## config.mk

```make
export PLATFORM = sky130hd
export DESIGN_NAME = spi_rx_deframer
export DESIGN_NICKNAME = d
export VERILOG_FILES = /design/src/rtl/spi_rx_deframer.sv
export SDC_FILE = /design/constraint.sdc
export NUM_CORES = 1
export LEC_CHECK = 0
export BUFFER_PORTS_ARGS = -buffer_cell sky130_fd_sc_hd__buf_2
export CORE_MARGIN = 1.5
export CORE_UTILIZATION = 63
export DETAILED_ROUTE_END_ITERATION = 6
export PLACE_DENSITY_LB_ADDON = 0.05
export SYNTH_ARGS = -nofsm -noshare
export SYNTH_HDL_FRONTEND = slang
export SYNTH_SLANG_ARGS = --single-unit
```

## constraint.sdc

```tcl
create_clock -name clk -period 6.5 [get_ports clk]
set_input_delay 1.3 -clock clk [delete_from_list [all_inputs] [get_ports clk]]
set_output_delay 1.3 -clock clk [all_outputs]
set_load 0.03 [all_outputs]
```

## src/rtl/spi_rx_deframer.sv

```systemverilog
// SPI receive deframer: validates header/length/checksum and exposes only committed
// payload words through a first-word-fall-through buffer with speculative write pointer.
module spi_rx_deframer #(
    parameter int DEPTH   = 64,
    parameter int MAX_LEN = 32
) (
    input  logic        clk,
    input  logic        rst_n,
    input  logic        SS_n,
    input  logic        word_valid,
    input  logic [15:0] word_data,
    output logic        out_valid,
    output logic [15:0] out_data,
    output logic        out_last,
    input  logic        out_ready,
    output logic        pkt_ok,
    output logic        pkt_err,
    output logic        overflow
);
    localparam int AW = $clog2(DEPTH);
    localparam int PW = AW + 1;

    typedef enum logic [1:0] {IDLE, PAYLOAD, CHECK, DISCARD} state_t;

    state_t        r_state, w_state_nxt;
    logic [7:0]    r_cnt, w_cnt_nxt;
    logic [15:0]   r_sum, w_sum_nxt;
    logic [PW-1:0] r_wr_spec, w_spec_nxt;
    logic [PW-1:0] r_wr_commit, w_commit_nxt;
    logic [PW-1:0] r_rd_ptr;
    logic          r_ok, r_err, r_ovf;
    logic          w_ok_nxt, w_err_nxt, w_ovf_nxt;
    logic          r_ss_s1, r_ss_s2, r_ss_s3;
    logic [16:0]   r_mem [DEPTH];

    logic          w_abort, w_full, w_pop, w_hdr_ok, w_we;
    logic [16:0]   w_wdata;

    // r_ss_s3 only remembers the previous synchronised level for edge detection
    assign w_abort  = r_ss_s2 & ~r_ss_s3;
    assign w_full   = (r_wr_spec[AW] != r_rd_ptr[AW]) &&
                      (r_wr_spec[AW-1:0] == r_rd_ptr[AW-1:0]);
    assign w_pop    = out_valid & out_ready;
    assign w_hdr_ok = (word_data[15:8] == 8'hA5) && (word_data[7:0] != 8'd0) &&
                      (word_data[7:0] <= 8'(MAX_LEN));
    assign w_wdata  = {(r_cnt == 8'd1), word_data};

    assign out_valid = (r_rd_ptr != r_wr_commit);
    assign out_data  = r_mem[r_rd_ptr[AW-1:0]][15:0];
    assign out_last  = r_mem[r_rd_ptr[AW-1:0]][16];
    assign pkt_ok    = r_ok;
    assign pkt_err   = r_err;
    assign overflow  = r_ovf;

    always_comb begin
        w_state_nxt  = r_state;
        w_cnt_nxt    = r_cnt;
        w_sum_nxt    = r_sum;
        w_spec_nxt   = r_wr_spec;
        w_commit_nxt = r_wr_commit;
        w_ok_nxt     = 1'b0;
        w_err_nxt    = 1'b0;
        w_ovf_nxt    = 1'b0;
        w_we         = 1'b0;
        if (r_state == IDLE) begin
            if (word_valid) begin
                if (w_hdr_ok) begin
                    w_cnt_nxt   = word_data[7:0];
                    w_sum_nxt   = 16'd0;
                    w_state_nxt = PAYLOAD;
                end else begin
                    w_err_nxt = 1'b1;
                end
            end
        end else if (w_abort) begin
            w_spec_nxt  = r_wr_commit;
            w_err_nxt   = 1'b1;
            w_state_nxt = IDLE;
        end else if (word_valid) begin
            case (r_state)
                PAYLOAD: begin
                    if (w_full) begin
                        // r_cnt-1 payload words remain plus the checksum word
                        w_spec_nxt  = r_wr_commit;
                        w_err_nxt   = 1'b1;
                        w_ovf_nxt   = 1'b1;
                        w_state_nxt = DISCARD;
                    end else begin
                        w_we       = 1'b1;
                        w_spec_nxt = r_wr_spec + 1'b1;
                        w_sum_nxt  = r_sum + word_data;
                        w_cnt_nxt  = r_cnt - 8'd1;
                        if (r_cnt == 8'd1) w_state_nxt = CHECK;
                    end
                end
                CHECK: begin
                    if (word_data == r_sum) begin
                        w_commit_nxt = r_wr_spec;
                        w_ok_nxt     = 1'b1;
                    end else begin
                        w_spec_nxt = r_wr_commit;
                        w_err_nxt  = 1'b1;
                    end
                    w_state_nxt = IDLE;
                end
                DISCARD: begin
                    if (r_cnt == 8'd1) w_state_nxt = IDLE;
                    else               w_cnt_nxt   = r_cnt - 8'd1;
                end
                default: w_state_nxt = IDLE;
            endcase
        end
    end

    always_ff @(posedge clk or negedge rst_n) begin
        if (!rst_n) begin
            r_state     <= IDLE;
            r_cnt       <= '0;
            r_sum       <= '0;
            r_wr_spec   <= '0;
            r_wr_commit <= '0;
            r_rd_ptr    <= '0;
            r_ok        <= 1'b0;
            r_err       <= 1'b0;
            r_ovf       <= 1'b0;
            r_ss_s1     <= 1'b1;
            r_ss_s2     <= 1'b1;
            r_ss_s3     <= 1'b1;
        end else begin
            r_state     <= w_state_nxt;
            r_cnt       <= w_cnt_nxt;
            r_sum       <= w_sum_nxt;
            r_wr_spec   <= w_spec_nxt;
            r_wr_commit <= w_commit_nxt;
            r_ok        <= w_ok_nxt;
            r_err       <= w_err_nxt;
            r_ovf       <= w_ovf_nxt;
            r_ss_s1     <= SS_n;
            r_ss_s2     <= r_ss_s1;
            r_ss_s3     <= r_ss_s2;
            if (w_pop) r_rd_ptr <= r_rd_ptr + 1'b1;
        end
    end

    always_ff @(posedge clk) begin
        if (w_we) r_mem[r_wr_spec[AW-1:0]] <= w_wdata;
    end
endmodule

```

==> results.sh, run 1 <==
export IMPL_yosysMostFrequentCell="edfxtp_1"
export IMPL_die_h_um=271
export IMPL_maxSlewViolCount=0
export IMPL_drtPass1Iterations=5
export IMPL_total_power_mw=17.7
export IMPL_ys_async_sr_fraction_pct=4.65
export IMPL_maxCapViolCount=0
export IMPL_utilization_pct=71.3
export IMPL_die_x_um=271
export IMPL_grt_pass1_wl_um=159000
export IMPL_ctsHtreeMaxLevel=3
export IMPL_drc_errors=0
export IMPL_crit_required_ps=5200
export IMPL_worstSetupPathType="flip-flop to output port"
export IMPL_p_per_area_nw_per_um2=349
export IMPL_synth_edff_count=1088
export IMPL_ir_drop_mv=0.321
export IMPL_cts_resized=0
export IMPL_via_count=23200
export IMPL_yosys_register_bits=1141
export IMPL_cts_buffers=111
export IMPL_path_clk_slew_ps=60
export IMPL_core_area_sq_um=71200
export IMPL_worstSetupEndpointType="output port"
export IMPL_cts_tree="built"
export IMPL_critPathBufInv=3
export IMPL_nNetsFinal=2378
export IMPL_synthesis_area_sq_um=45300
export IMPL_slowest_stage="dfrtp_4"
export IMPL_cp_data_arrival_time_ps=4350
export IMPL_period_share_pct=86.9
export IMPL_area_delta_synth_final_pct=12.2
export IMPL_status="finished clean"
export IMPL_routedWlPerCell_um=32.6
export IMPL_clock_fmax_mhz=177
export IMPL_cts_setup_buffers=0
export IMPL_io_buffers=41
export IMPL_path_max_fanout=79
export IMPL_cts_root_buf="clkbuf_16"
export IMPL_first_iter_violations=2652
export IMPL_critPathMaxStageDelay_ps=940
export IMPL_holdBufCountCts=0
export IMPL_grt_start_max_net_pins=80
export IMPL_yosysTopAreaCell="edfxtp_1"
export IMPL_rows=98
export IMPL_seq_area_frac_synth_pct=75.1
export IMPL_crit_top_cell="a21oi_1"
export IMPL_synth_common_cells="edfxtp_1, mux4_2, nor2_1"
export IMPL_worst_pin_slew_ps=1350
export IMPL_final_min_clock_period_ps=5650
export IMPL_hp_class="flip-flop to flip-flop"
export IMPL_fin_skew_ps=19.7
export IMPL_synth_area_leaders="edfxtp_1, mux4_2, dfrtp_1, mux2i_1, nor2_1"
export IMPL_clk_latency_ps=670
export IMPL_synth_cells=2198
export IMPL_hold_viol=0
export IMPL_cp_top_family="buffers and inverters"
export IMPL_avgSynthCellArea_sq_um=20.6
export IMPL_startpoint_type="flip-flop"
export IMPL_slew_headroom_pct=9.56
export IMPL_final_layout_size_suffix_gt1_share_pct=28.1
export IMPL_grt_use_total_pct=30.7
export IMPL_power_leakage_nw=16.1
export IMPL_start_util_pct=63.5
export IMPL_rsz0062_at_grt="no"
export IMPL_synth_flop_cell="edfxtp_1"
export IMPL_io_pins=42
export IMPL_netlist_area_leader_share_pct=72.2
export IMPL_yosys_cell_types_count=68
export IMPL_postRouteAntennaNets=0
export IMPL_fin_tns_setup_ps=0
export IMPL_vias_per_cell=6.89
export IMPL_hpwl_um=64400
export IMPL_grt_pass1_vias=23100
export IMPL_routed_wl_um=110000
export IMPL_die_area_sq_um=73400
export IMPL_globalplace_congestion=0.864
export IMPL_grt_overflow=0
export IMPL_final_setup_viol_count=0
export IMPL_nFillCells=4232
export IMPL_clockBufferDepth=3
export IMPL_synth_nets=2244
export IMPL_yosysWarnings=0
export IMPL_path_cells="buf_12, buf_4, mux4_2, o21ai_0, a211oi_1, a21oi_1, a21oi_1, buf_2"
export IMPL_antenna_found_initial=2
export IMPL_cts_sinks=1141
final timing paths:
kind                                               from                 endpoint  slack (ps)  depth (start not counted)
worst min register to register        r_ss_s1$_DFF_PN1_        r_ss_s2$_DFF_PN1_         360                          0
min in group asynchronous                         rst_n         pkt_ok$_DFF_PN0_         820                          2
worst min-delay path                  r_ss_s1$_DFF_PN1_        r_ss_s2$_DFF_PN1_         360                          0
worst max register to register  r_rd_ptr[1]$_DFFE_PN0P_   r_mem[37][1]$_DFFE_PP_        1350                          7
max in group asynchronous                         rst_n  r_rd_ptr[2]$_DFFE_PN0P_        5060                          2
worst max-delay path            r_rd_ptr[1]$_DFFE_PN0P_              out_data[9]         850                          8
final cells by class:
class | count | area [sq um] | share of cell area (%)
Sequential cell | 1141 | 34000 | 67.0
Antenna cell | 1 | 2.50 | 0.00493
Clock inverter | 66 | 692 | 1.36
Tap cell | 950 | 1190 | 2.34
Clock buffer | 137 | 2970 | 5.85
Multi-Input combinational cell | 916 | 10800 | 21.3
Inverter | 19 | 73.8 | 0.145
Timing Repair Buffer | 143 | 1020 | 2.01
flip-flops by register name, indices dropped and copies added (netlist names):
register and count:
r_ss_s1 1, r_ss_s3 1, r_wr_commit 7, overflow 1
r_mem 1088, r_ss_s2 1, pkt_ok 1, pkt_err 1
r_state 2, r_cnt 8, r_wr_spec 7, r_sum 16
r_rd_ptr 7
placed cells by master, fill, tap and decap left out, types with 6 or more instances in the layout:
cell	count
a211oi_1	25
a21o_1	10
a21oi_1	39
a221oi_1	16
a22oi_1	21
buf_2	41
buf_4	98
bufinv_16	14
clkbuf_1	20
clkbuf_16	114
clkinv_1	21
clkinv_2	23
dfrtp_1	47
edfxtp_1	1088
ha_1	24
inv_1	18
mux2_2	8
mux2i_1	66
mux4_2	282
nand2_1	61
nand2b_1	10
nand3_1	21
nor2_1	41
nor2_2	57
nor2b_1	6
nor3_1	15
nor4_2	8
o21ai_0	39
o221ai_1	19
o22ai_1	32
xnor2_1	16
xor2_1	13
per-stage QoR:
stage                     hold WS (ps)  instance area [sq um]  instances  worst slack (ps)
final                              360                  50800       3373               852
after global routing               373                  50800       3372               683
after CTS                          367                  50800       3372               679
after detailed placement           354                  47100       3169              1390
after global placement             352                  47100       3169              1420
after floorplan                    345                  45300       2198              1850
kinds of logic after synthesis:
logic type	after synthesis	share of synthesized area (%)
multiplexers	356	15.7
AND/OR/NAND/NOR	264	2.79
XOR/XNOR	29	0.561
adder cells (fa/ha/maj)	25	0.708
AO/OA/AOI/OAI	242	3.68
flip-flops	1141	75.1
buffers and inverters	141	1.44
routing by layer:
layer | share of wire, % | global-route usage [%]
met1 | 40 | 46.1
met2 | 48 | 47.3
met3 | 8.9 | 5.09
met4 | 3.2 | 9.73
met5 | 0 | 0
power by group:
part | switching, mW | internal (mW) | total, mW
Combinational | 1.58 | 1.28 | 2.86
Sequential | 0.210 | 8.19 | 8.40
Clock | 2.66 | 3.79 | 6.45
Total | 4.45 | 13.3 | 17.7
No activity file was read; power rests on OpenSTA's default activity.
==> inputs of run 2 (changes only) <==
CELL_PAD_IN_SITES_DETAIL_PLACEMENT = 0   (was default)
CELL_PAD_IN_SITES_GLOBAL_PLACEMENT = 1   (was default)
CORE_UTILIZATION = 56   (was 63)
==> results.sh, run 2 (same netlist as run 1, synthesis figures left out) <==
export IMPL_status="finished clean"
export IMPL_grt_pass1_wl_um=162000
export IMPL_rsz0062_at_grt="no"
export IMPL_routedWlPerCell_um=32.2
export IMPL_cts_tree="built"
export IMPL_crit_required_ps=5200
export IMPL_path_clk_slew_ps=60
export IMPL_worstSetupPathType="flip-flop to output port"
export IMPL_total_power_mw=17.7
export IMPL_final_cell_mix="edfxtp_1, mux4_2, clkbuf_16, buf_4, mux2i_1"
export IMPL_ctsHtreeMaxLevel=3
export IMPL_cts_sinks=1141
export IMPL_cts_resized=0
export IMPL_cts_root_buf="clkbuf_16"
export IMPL_grt_pass1_vias=22700
export IMPL_holdBufCountCts=0
export IMPL_power_leakage_nw=16.1
export IMPL_core_area_sq_um=80300
export IMPL_vias_per_cell=6.54
export IMPL_io_buffers=41
export IMPL_fin_ws_ps=762
export IMPL_grt_use_total_pct=27.9
export IMPL_final_cell_area_sq_um=51000
export IMPL_postRouteAntennaNets=0
export IMPL_antenna_found_initial=8
export IMPL_cp_data_arrival_time_ps=4440
export IMPL_reg2reg_slack_ps=1800
export IMPL_p_per_area_nw_per_um2=347
export IMPL_maxCapViolCount=0
export IMPL_drc_errors=0
export IMPL_maxSlewViolCount=0
export IMPL_layout_commonest_cell="edfxtp_1"
export IMPL_slew_headroom_pct=19.2
export IMPL_final_layout_size_suffix_gt1_share_pct=28.2
export IMPL_fin_skew_ps=30.9
export IMPL_final_setup_viol_count=0
export IMPL_drtPass1Iterations=5
export IMPL_period_share_pct=88.3
export IMPL_first_iter_violations=2617
export IMPL_start_util_pct=56.4
export IMPL_routed_wl_um=113000
export IMPL_die_h_um=287
export IMPL_hp_class="flip-flop to flip-flop"
export IMPL_rows=104
export IMPL_worstRegToRegCells=8
export IMPL_clk_latency_ps=680
export IMPL_die_x_um=287
export IMPL_clockBufferDepth=3
export IMPL_cts_buffers=113
export IMPL_clock_fmax_mhz=174
export IMPL_hpwl_um=65500
export IMPL_ir_drop_mv=0.210
export IMPL_fin_tns_setup_ps=0
export IMPL_path_max_fanout=51
export IMPL_cts_setup_buffers=0
export IMPL_die_area_sq_um=82500
export IMPL_globalplace_congestion=0.859
export IMPL_worst_pin_slew_ps=1210
export IMPL_hold_viol=0
export IMPL_nNetsFinal=2393
export IMPL_post_place_ws_ps=1630
export IMPL_grt_overflow=0
export IMPL_area_delta_synth_final_pct=12.7
export IMPL_worstSetupEndpointType="output port"
export IMPL_io_pins=42
export IMPL_largest_reg_flops=1088
export IMPL_nFillCells=5427
export IMPL_startpoint_type="flip-flop"
export IMPL_grt_start_max_net_pins=79
export IMPL_via_count=22900
export IMPL_hold_depth=0
export IMPL_placed_area_sq_um=47400
export IMPL_final_min_clock_period_ps=5740
[run 2: where the power goes]
part / internal [mW] / switching (mW)
clock network: 3.70 / 2.69
registers: 8.19 / 0.240
logic: 1.31 / 1.56
total: 13.2 / 4.49
[run 2: layout make-up]
cell class	instances	area, sq um	area share (%)
clock buffers	147	3060	6.00
diodes	1	2.50	0.00491
multi-input cells	916	10800	21.2
well taps	1060	1330	2.60
inverters	19	73.8	0.145
clock inverters	60	571	1.12
repair buffers	156	1160	2.27
flip-flops and latches	1141	34000	66.7
[run 2: critical path, stage by stage (launching register included)]
cell and delay [ps]:
dfrtp_4 950, buf_4 530, mux4_2 370, mux4_2 490, a22oi_1 800, nand2_1 260, buf_2 260
[run 2: worst paths after layout]
path	end	from
min in group asynchronous	r_cnt[3]$_DFFE_PN0P_	rst_n
worst min-delay path	r_ss_s2$_DFF_PN1_	r_ss_s1$_DFF_PN1_
worst max-delay path	out_data[15]	r_rd_ptr[1]$_DFFE_PN0P_
worst max register to register	r_mem[51][2]$_DFFE_PP_	r_rd_ptr[1]$_DFFE_PN0P_
max in group asynchronous	r_rd_ptr[2]$_DFFE_PN0P_	rst_n
worst min register to register	r_ss_s2$_DFF_PN1_	r_ss_s1$_DFF_PN1_
[run 2: layer usage]
layer	up-vias	GRT usage (%)	part of all wire, %
met4	2	7.17	2.2
met3	144	4.70	8.0
met5	-	0	0.012
li1	9510	-	-
met2	1005	45.3	50
met1	12200	40.1	40
[run 2: metrics by stage]
stage / cells / hold slack, ps / util (%)
after CTS: 3499 / 355 / 63.5
after detailed placement: 3292 / 347 / 59.0
after floorplan: 2198 / 345 / -
after global placement: 3292 / 348 / 59.0
after global routing: 3499 / 359 / 63.5
final: 3500 / 356 / 63.5
